File: src/rtl/seq_check_pkg.sv
// Shared definitions for the incrementing-count sequence checker:
// user I/O pin map, output-enable polarity and checker state encoding.
package seq_check_pkg;

  localparam int unsigned IO_WIDTH    = 24;
  localparam int unsigned PIN_LOCKED  = 23;
  localparam int unsigned PIN_EN      = 22;
  localparam int unsigned PIN_DISP_HI = 21;
  localparam int unsigned PIN_DISP_LO = 12;
  localparam int unsigned PIN_SEL     = 11;
  localparam int unsigned PIN_CLR     = 10;
  localparam int unsigned PIN_BUS_HI  = 9;
  localparam int unsigned PIN_BUS_LO  = 0;

  localparam logic OUTPUT_ENABLE  = 1'b1;
  localparam logic OUTPUT_DISABLE = 1'b0;

  typedef enum logic [1:0] {
    UNLOCKED = 2'd0,
    ACQUIRE  = 2'd1,
    LOCKED   = 2'd2
  } chk_state_e;

endpackage

File: src/rtl/seq_checker_16bit_if.sv
// User I/O pin bundle of the fabric user design (inputs, outputs, enables).
interface seq_checker_16bit_if;
  import seq_check_pkg::*;

  logic [IO_WIDTH-1:0] io_in;
  logic [IO_WIDTH-1:0] io_out;
  logic [IO_WIDTH-1:0] io_oeb;

  modport master (output io_in, input io_out, input io_oeb);
  modport slave  (input io_in, output io_out, output io_oeb);
endinterface

File: src/rtl/seq_check_sync_filter.sv
// Two-flop synchroniser for the count bus and control pins, followed by a
// stability filter that emits a one-cycle accept for each new stable value.
module seq_check_sync_filter #(
  parameter int unsigned DATA_WIDTH    = 10,
  parameter int unsigned STABLE_CYCLES = 4
) (
  input  logic                  clk,
  input  logic                  rst_n,
  input  logic [DATA_WIDTH-1:0] bus_pin,
  input  logic                  clr_pin,
  input  logic                  sel_pin,
  input  logic                  en_pin,
  output logic                  accept,
  output logic [DATA_WIDTH-1:0] acc_value,
  output logic                  clr_s,
  output logic                  sel_s,
  output logic                  en_s
);

  localparam int unsigned CNT_W = (STABLE_CYCLES > 1) ? $clog2(STABLE_CYCLES) : 1;
  localparam logic [CNT_W-1:0] CNT_MAX = CNT_W'(STABLE_CYCLES - 1);

  logic [DATA_WIDTH-1:0] bus_s1, bus_s2;
  logic [2:0]            ctl_s1, ctl_s2;
  logic [DATA_WIDTH-1:0] cand_q, last_acc_q;
  logic [CNT_W-1:0]      cnt_q;

  // Two-stage synchronisers for bus and {en, sel, clr}.
  always_ff @(posedge clk or negedge rst_n) begin
    if (!rst_n) begin
      bus_s1 <= '0;
      bus_s2 <= '0;
      ctl_s1 <= '0;
      ctl_s2 <= '0;
    end else begin
      bus_s1 <= bus_pin;
      bus_s2 <= bus_s1;
      ctl_s1 <= {en_pin, sel_pin, clr_pin};
      ctl_s2 <= ctl_s1;
    end
  end

  // Candidate/stability counter; remember the last accepted value so a
  // value that reappears after a glitch is not accepted twice.
  always_ff @(posedge clk or negedge rst_n) begin
    if (!rst_n) begin
      cand_q     <= '0;
      cnt_q      <= '0;
      last_acc_q <= '0;
    end else begin
      if (bus_s2 != cand_q) begin
        cand_q <= bus_s2;
        cnt_q  <= '0;
      end else if (cnt_q != CNT_MAX) begin
        cnt_q <= cnt_q + 1'b1;
      end
      if (accept) begin
        last_acc_q <= cand_q;
      end
    end
  end

  assign accept    = (cnt_q == CNT_MAX) && (cand_q != last_acc_q);
  assign acc_value = cand_q;
  assign en_s      = ctl_s2[2];
  assign sel_s     = ctl_s2[1];
  assign clr_s     = ctl_s2[0];

endmodule

File: src/rtl/seq_checker_16bit.sv
// Sequence checker user design: locks onto a +1 count pattern on io_in[9:0],
// counts sequence breaks while locked and shows them on io_out[21:12].
// Optional feature macro: SEQ_CHECK_LAST_BAD_EN (last bad value register and
// display select on io_in[11]).
module seq_checker_16bit
  import seq_check_pkg::*;
#(
  parameter int unsigned DATA_WIDTH    = 10,
  parameter int unsigned STABLE_CYCLES = 4,
  parameter int unsigned LOCK_COUNT    = 8,
  parameter int unsigned ERR_WIDTH     = 10
) (
  input logic                clk,
  input logic                rst_n,
  seq_checker_16bit_if.slave pins
);

  localparam int unsigned RUN_W  = $clog2(LOCK_COUNT + 1);
  localparam int unsigned DISP_W = PIN_DISP_HI - PIN_DISP_LO + 1;

  logic                  accept;
  logic [DATA_WIDTH-1:0] acc_value;
  logic                  clr_s, sel_s, en_s;
  logic                  clr_d_q;
  logic                  clr_rise;
  logic                  correct;
  logic                  err_hit;
  chk_state_e            state_q, state_d;
  logic [DATA_WIDTH-1:0] ref_q, ref_d;
  logic [RUN_W-1:0]      run_q, run_d;
  logic [ERR_WIDTH-1:0]  err_q, err_d;
  logic [ERR_WIDTH-1:0]  disp;
  logic [IO_WIDTH-1:0]   out_w, oeb_w;
  logic                  unused_pins;

  seq_check_sync_filter #(
    .DATA_WIDTH    (DATA_WIDTH),
    .STABLE_CYCLES (STABLE_CYCLES)
  ) u_sync_filter (
    .clk       (clk),
    .rst_n     (rst_n),
    .bus_pin   (pins.io_in[PIN_BUS_LO +: DATA_WIDTH]),
    .clr_pin   (pins.io_in[PIN_CLR]),
    .sel_pin   (pins.io_in[PIN_SEL]),
    .en_pin    (pins.io_in[PIN_EN]),
    .accept    (accept),
    .acc_value (acc_value),
    .clr_s     (clr_s),
    .sel_s     (sel_s),
    .en_s      (en_s)
  );

  assign correct  = (acc_value == DATA_WIDTH'(ref_q + 1'b1));
  assign clr_rise = clr_s && !clr_d_q;

  // Next-state logic: enable low overrides everything and drops lock.
  always_comb begin
    state_d = state_q;
    ref_d   = ref_q;
    run_d   = run_q;
    err_hit = 1'b0;
    if (!en_s) begin
      state_d = UNLOCKED;
    end else if (accept) begin
      ref_d = acc_value;
      case (state_q)
        UNLOCKED: begin
          run_d   = '0;
          state_d = ACQUIRE;
        end
        ACQUIRE: begin
          if (correct) begin
            run_d = run_q + 1'b1;
            if (run_d == RUN_W'(LOCK_COUNT)) begin
              state_d = LOCKED;
            end
          end else begin
            run_d = '0;
          end
        end
        LOCKED: begin
          if (!correct) begin
            err_hit = 1'b1;
            run_d   = '0;
            state_d = ACQUIRE;
          end
        end
        default: state_d = UNLOCKED;
      endcase
    end
  end

  // Error counter next value: clear edge beats a simultaneous error.
  always_comb begin
    err_d = err_q;
    if (clr_rise) begin
      err_d = '0;
    end else if (err_hit && (err_q != '1)) begin
      err_d = err_q + 1'b1;
    end
  end

  // Checker state, reference, run length, error count, clear edge detector.
  always_ff @(posedge clk or negedge rst_n) begin
    if (!rst_n) begin
      state_q <= UNLOCKED;
      ref_q   <= '0;
      run_q   <= '0;
      err_q   <= '0;
      clr_d_q <= 1'b0;
    end else begin
      state_q <= state_d;
      ref_q   <= ref_d;
      run_q   <= run_d;
      err_q   <= err_d;
      clr_d_q <= clr_s;
    end
  end

`ifdef SEQ_CHECK_LAST_BAD_EN
  logic [DATA_WIDTH-1:0] last_bad_q;

  // Capture the offending value of each counted sequence break.
  always_ff @(posedge clk or negedge rst_n) begin
    if (!rst_n) begin
      last_bad_q <= '0;
    end else if (err_hit) begin
      last_bad_q <= acc_value;
    end
  end

  assign disp        = sel_s ? ERR_WIDTH'(last_bad_q) : err_q;
  assign unused_pins = ^{pins.io_in[PIN_LOCKED], pins.io_in[PIN_DISP_HI:PIN_DISP_LO]};
`else
  assign disp        = err_q;
  assign unused_pins = ^{pins.io_in[PIN_LOCKED], pins.io_in[PIN_DISP_HI:PIN_DISP_LO], sel_s};
`endif

  // Output pin assembly and fixed output enables.
  always_comb begin
    out_w                           = '0;
    out_w[PIN_LOCKED]               = (state_q == LOCKED);
    out_w[PIN_DISP_LO +: ERR_WIDTH] = disp;
    oeb_w                           = {IO_WIDTH{OUTPUT_DISABLE}};
    oeb_w[PIN_LOCKED]               = OUTPUT_ENABLE;
    oeb_w[PIN_DISP_LO +: DISP_W]    = {DISP_W{OUTPUT_ENABLE}};
  end

  assign pins.io_out = out_w;
  assign pins.io_oeb = oeb_w;

endmodule

File: src/flat_wrapper.sv
// flat-port wrapper written by rule: the top's interface ports become plain ports
module seq_checker_16bit_flat import seq_check_pkg::*;
#(
  parameter int unsigned DATA_WIDTH    = 10,
  parameter int unsigned STABLE_CYCLES = 4,
  parameter int unsigned LOCK_COUNT    = 8,
  parameter int unsigned ERR_WIDTH     = 10
)
  (clk, rst_n, pins_io_in, pins_io_out, pins_io_oeb);
  seq_checker_16bit_if pins_i ();
  input logic clk;
  input logic rst_n;
  input wire logic [$bits(pins_i.io_in)-1:0] pins_io_in;
  output wire logic [$bits(pins_i.io_out)-1:0] pins_io_out;
  output wire logic [$bits(pins_i.io_oeb)-1:0] pins_io_oeb;
  assign pins_i.io_in = pins_io_in;
  assign pins_io_out = pins_i.io_out;
  assign pins_io_oeb = pins_i.io_oeb;
  seq_checker_16bit #(.DATA_WIDTH(DATA_WIDTH), .STABLE_CYCLES(STABLE_CYCLES), .LOCK_COUNT(LOCK_COUNT), .ERR_WIDTH(ERR_WIDTH)) u_core (.clk(clk), .rst_n(rst_n), .pins(pins_i));
endmodule
File: config.mk
export PLATFORM = sky130hd
export DESIGN_NAME = seq_checker_16bit_flat
export DESIGN_NICKNAME = d
export VERILOG_FILES = /design/src/rtl/seq_check_pkg.sv /design/src/rtl/seq_checker_16bit_if.sv /design/src/rtl/seq_check_sync_filter.sv /design/src/rtl/seq_checker_16bit.sv /design/src/flat_wrapper.sv
export SDC_FILE = /design/constraint.sdc
export NUM_CORES = 1
export LEC_CHECK = 0
export CAP_MARGIN = 20
export CORE_ASPECT_RATIO = 1.1
export CORE_UTILIZATION = 45
export CTS_CLUSTER_DIAMETER = 200
export DETAILED_ROUTE_END_ITERATION = 8
export PLACE_DENSITY = 0.79
export SLEW_MARGIN = 20
export SYNTH_ARGS = -nofsm -noshare
export SYNTH_HDL_FRONTEND = slang
export SYNTH_HIERARCHICAL = 1
export SYNTH_SLANG_ARGS = --single-unit
File: constraint.sdc
create_clock -name clk -period 3.7 [get_ports clk]
set_clock_uncertainty 0.1 [all_clocks]
set_input_delay 1.11 -clock clk [delete_from_list [all_inputs] [get_ports clk]]
set_output_delay 1.11 -clock clk [all_outputs]
set_load 0.01 [all_outputs]
# After elaboration in Yosys (flattened, before gate mapping)
# Index checks and enable logic that the tools add are counted.
# totals
ff_bits	75
input_bits	26
output_inout_bits	48
elab_cells	58
# classes
addsub	4
n_eq_ne	14
muxes	17
reduce_logical	11
# op_table
operator	count
$add A10 B1 Y10 const B	2
$mux W10	2
$ne A10 B10 Y1	2
$mux W2	7
$pmux W4 S3	1
$eq A10 B10 Y1	1
$ne A10 B10 Y1 const B	1
$mux W4	2
$reduce_and A4 Y1	2
$ne A3 B2 Y1 const B	2
$pmux W2 S3	1
$add A4 B1 Y4 const B	1
$eq A2 B2 Y1 const B	2
$eq A4 B4 Y1 const B	1
$mux W1	4
$ne A2 B2 Y1 const B	2
$reduce_bool A2 Y1	2
$logic_and A1 B1 Y1	3
$ne A3 B3 Y1 const B	1
$reduce_bool A3 Y1	1
$add A2 B1 Y2 const B	1
$eq A2 B1 Y1 const B	1
$logic_not A2 Y1	1
$ne A2 B1 Y1 const B	1
other kinds (2)	2

# Depth between registers and ports, before layout
# logic_depth
ltp_word	9
mapped_depth	12
depth_no_buf	11

# Hierarchy
# The synthesis kept the hierarchy.
# by_module_without_submodules
mod	instances	cells_each	area_each_um2	seq_area_each_um2
seq_checker_16bit	1	232	2005.7	675.6
seq_check_sync_filter	1	101	1631.6	1201.2

# Worst setup path after synthesis
# OpenSTA, ideal clock, no wires.
# synth_path
path_kind	register -> register
from	register u_core.u_sync_filter.cnt_q[0]
to	register u_core.err_q[7] (netlist: u_core/disp[7])
setup_time_ns	0.077
arrival_ns	2.553
t_required_ns	3.523
path_slack_ns	0.970
path_stages_with_launch	13
path_buffers	2
synth_period_minus_slack_ns	2.730
path_cell_list	dfrtp_1 ha_1 clkbuf_1 o41ai_4 inv_1 inv_1 nor2_1 nand2_1 a41oi_4 o21ai_4 buf_6 or4_1 a21oi_1
# synth_between
elab_chain_len	6
# synth_rtl
item	line_no	text
start, declared	seq_check_sync_filter.sv:26	logic [CNT_W-1:0] cnt_q;
start signal, assigned	seq_check_sync_filter.sv:55	cnt_q <= cnt_q + 1'b1;
$eq A2 B2 Y1	seq_check_sync_filter.sv:63	assign accept = (cnt_q == CNT_MAX) && (cand_q != last_acc_q);
$logic_and A1 B1 Y1	seq_check_sync_filter.sv:63	
named net u_core.accept	seq_checker_16bit.sv:21	logic accept;
$mux W1	seq_checker_16bit.sv:64	end else if (accept) begin
$mux W1	seq_checker_16bit.sv:62	if (!en_s) begin
$logic_and A1 B1 Y1	seq_checker_16bit.sv:98	end else if (err_hit && (err_q != '1)) begin
$reduce_bool A2 Y1 (no source line)	n/a	
end signal, assigned	seq_checker_16bit.sv:115	err_q <= err_d;
end, declared	seq_checker_16bit.sv:31	logic [ERR_WIDTH-1:0] err_q, err_d;
# The timed path passes the listed nets, and every way through them passes these cells.
# A chain may end at the register's enable or synchronous reset.

# Worst setup path after layout
# layout_path
from	register u_core.state_q[1]
to	output pins_io_out[23]
# layout_between
elab_chain_len	1
# layout_rtl
item	line_no	text
start, declared	seq_checker_16bit.sv:28	chk_state_e state_q, state_d;
start signal, assigned	seq_checker_16bit.sv:112	state_q <= state_d;
$eq A2 B2 Y1	seq_checker_16bit.sv:142	out_w[PIN_LOCKED] = (state_q == LOCKED);
end, declared	flat_wrapper.sv:14	output wire logic [$bits(pins_i.io_out)-1:0] pins_io_out;
# Every way passes these cells.

==> metrics.csv <==
metric,value,unit
clock buffer depth,2,
fmax,346,MHz
"Clk Latency, worst-skew pair",0.35,ns
I/O pin count,74,
pwr/cell area,377,nW/µm²
core footprint,7600,µm²
Max transition margin,51.2,%
MaxCap Viol Count,0,
DIE HEIGHT,95.6,µm
Critical Path Max Stage Delay,0.56,ns
Worst Hold Class,reg2reg,
RR Startpoint,u_core/u_sync_filter/cnt_q[0],
initial antenna violation count,0,
RSZ-0062 raised after global routing,false,
final design utilization,51.6,%
family with the most delay on the worst path,buffers and inverters,
postcts setup bufs,0,
Buffers on Ports,24,
WL final,5.65,mm
largest net degree at the start of global routing,41,
Core Rows,33,
Detailed Place HPWL,4.10,mm
VDD IR-drop max,0.307,mV
CTS clock-pin slew for the worst setup and hold paths,0.08,ns
Die Wd,87.1,µm
Post-Syn Area per Cell,10.8,µm²
global-route wire length before repair,9.46,mm
hold buffers post-CTS,0,
Setup CP Type,reg2out,
CTS Buf Count,9,
Slew Limit Fails,0,
post-CTS sizing,0,
routed vias/inst,4.97,
Reg2Reg Depth,10,
Critical Path Slowest Stage Cell,clkdlybuf4s50_1,
setup violators final,0,
1st-iter DRT viols,83,
number of global-route vias before repair,2166,
Leakage Power,0.00176,µW
Antenna Cells,0,
Least-Margin Pin Slew,0.732,ns
GPL Wtd Cong,0.801,
gr ovfl total,0,
final hold violation count,0,
fraction of layout cells with a size suffix above 1,10.5,%
DR vias,2273,
root buf cell,clkbuf_8,
Detail Route Antenna Nets,0,
Syn-to-layout area delta,9.24,%
Die ar.,8330,µm²
cell area after synthesis,3590,µm²
fin crit period,2.89,ns
hold path start,u_core/u_sync_filter/bus_s1[8],
# H-tree levels,3,
CP Launch Type,register,
CP max FO,12,
Routed WL per cell,12.4,µm
Worst Setup End Kind,primary output,
WP data arrival,1.68,ns
CTS tree,yes,
R2R Path End,u_core/disp[9],
setup TNS,0,ns
worst hold path stage count,0,
Worst Path Buf+Inv,1,
DR pass1 iterations,4,
Residual DRC,0,
Mapped Cells,331,
ordered list of cells on the worst path,nor2b_1 > clkdlybuf4s50_1,
GR Util All Layers,14.8,%
fin crit share,78.0,%
clock sink count,73,
Critical Path RT,2.49,ns
Starting Density,47.2,%
outcome,finished clean,
Yosys warnings,6,
end point of the worst hold path,u_core/u_sync_filter/bus_s2[8],
final net count,377,
flop2flop setup slack,0.84,ns
-- flip-flops by register name, indices dropped and copies added (netlist names) --
register / count
u_core/ref_q: 10
u_core/u_sync_filter/ctl_s2: 2
u_core/u_sync_filter/bus_s2: 10
u_core/u_sync_filter/ctl_s1: 2
u_core/u_sync_filter/last_acc_q: 10
u_core/state_q: 2
u_core/run_q: 4
u_core/u_sync_filter/bus_s1: 10
u_core/clr_d_q: 1
u_core/disp: 10
u_core/u_sync_filter/cnt_q: 2
u_core/u_sync_filter/acc_value: 10
-- final cells by class --
class	instances	area [µm²]
fill	698	3680
sequential	73	1830
multi-input combinational	230	1490
timing repair buffer	26	263
tap	105	131
clock buffer	10	128
clock inverter	6	50.0
inverter	7	26.3
-- stage by stage --
| stage | setup slack, ns | hold slack [ns] | instances | cell area, µm² | power, µW |
|---|---|---|---|---|---|
| floorplan | 0.970 | 0.231 | 366 | 3720 | 923 |
| global placement | 1.02 | 0.232 | 441 | 3740 | 927 |
| detailed placement | 0.921 | 0.235 | 441 | 3740 | 930 |
| CTS | 0.813 | 0.253 | 457 | 3920 | 1490 |
| global route | 0.643 | 0.260 | 457 | 3920 | 1540 |
| finish | 0.814 | 0.251 | 457 | 3920 | 1480 |
-- worst max-delay path by stage --
stage                             startpoint               to  slack (ns)  cells past startpoint
2_1_floorplan  u_core/u_sync_filter/cnt_q[0]   u_core/disp[7]        0.97                     12
5_1_grt        u_core/u_sync_filter/cnt_q[0]   u_core/disp[7]        0.64                     10
3_3_place_gp   u_core/u_sync_filter/cnt_q[0]   u_core/disp[9]        1.02                     10
3_5_place_dp   u_core/u_sync_filter/cnt_q[0]   u_core/disp[5]        0.92                     10
4_1_cts                    u_core/state_q[1]  pins_io_out[23]        0.81                      2
6_report                   u_core/state_q[1]  pins_io_out[23]        0.81                      2
-- report_power, final --
group / internal [µW] / switching, µW / total [µW]
clock network: 251 / 313 / 564
registers: 816 / 17.4 / 834
logic: 29.7 / 49.2 / 79.0
total: 1100 / 379 / 1480
-- cells in the final DEF (no fill, tap or decap), types with 2 or more instances in the layout --
master           count
nand2_1             43
o211ai_1             2
and2_1               2
conb_1              37
clkbuf_8             9
nand3_1             10
ha_1                 4
clkdlybuf4s50_1     23
nor2b_1              2
or4_1                4
o2111ai_1            3
mux2i_1              4
mux2_2              10
inv_6                3
dfrtp_1             73
nand2b_1             5
nand3b_1             2
and3_1               5
o31ai_1              5
nand4_1              3
xnor2_1             17
inv_1                7
nor3_1               4
nor4_1               2
o221ai_1             2
a21oi_1              7
clkinvlp_4           2
o21ai_0              2
xor2_1              18
nor2_1              13
-- layer usage --
layer	GRT usage [%]	up-vias	part of all wire, %
met4	5.74	0	1.5
met3	5.11	8	5.1
met2	26.1	65	53
li1	-	1075	-
met5	0	-	0
met1	16.5	1125	41
Note: power is estimated with default switching activity, not from simulation.
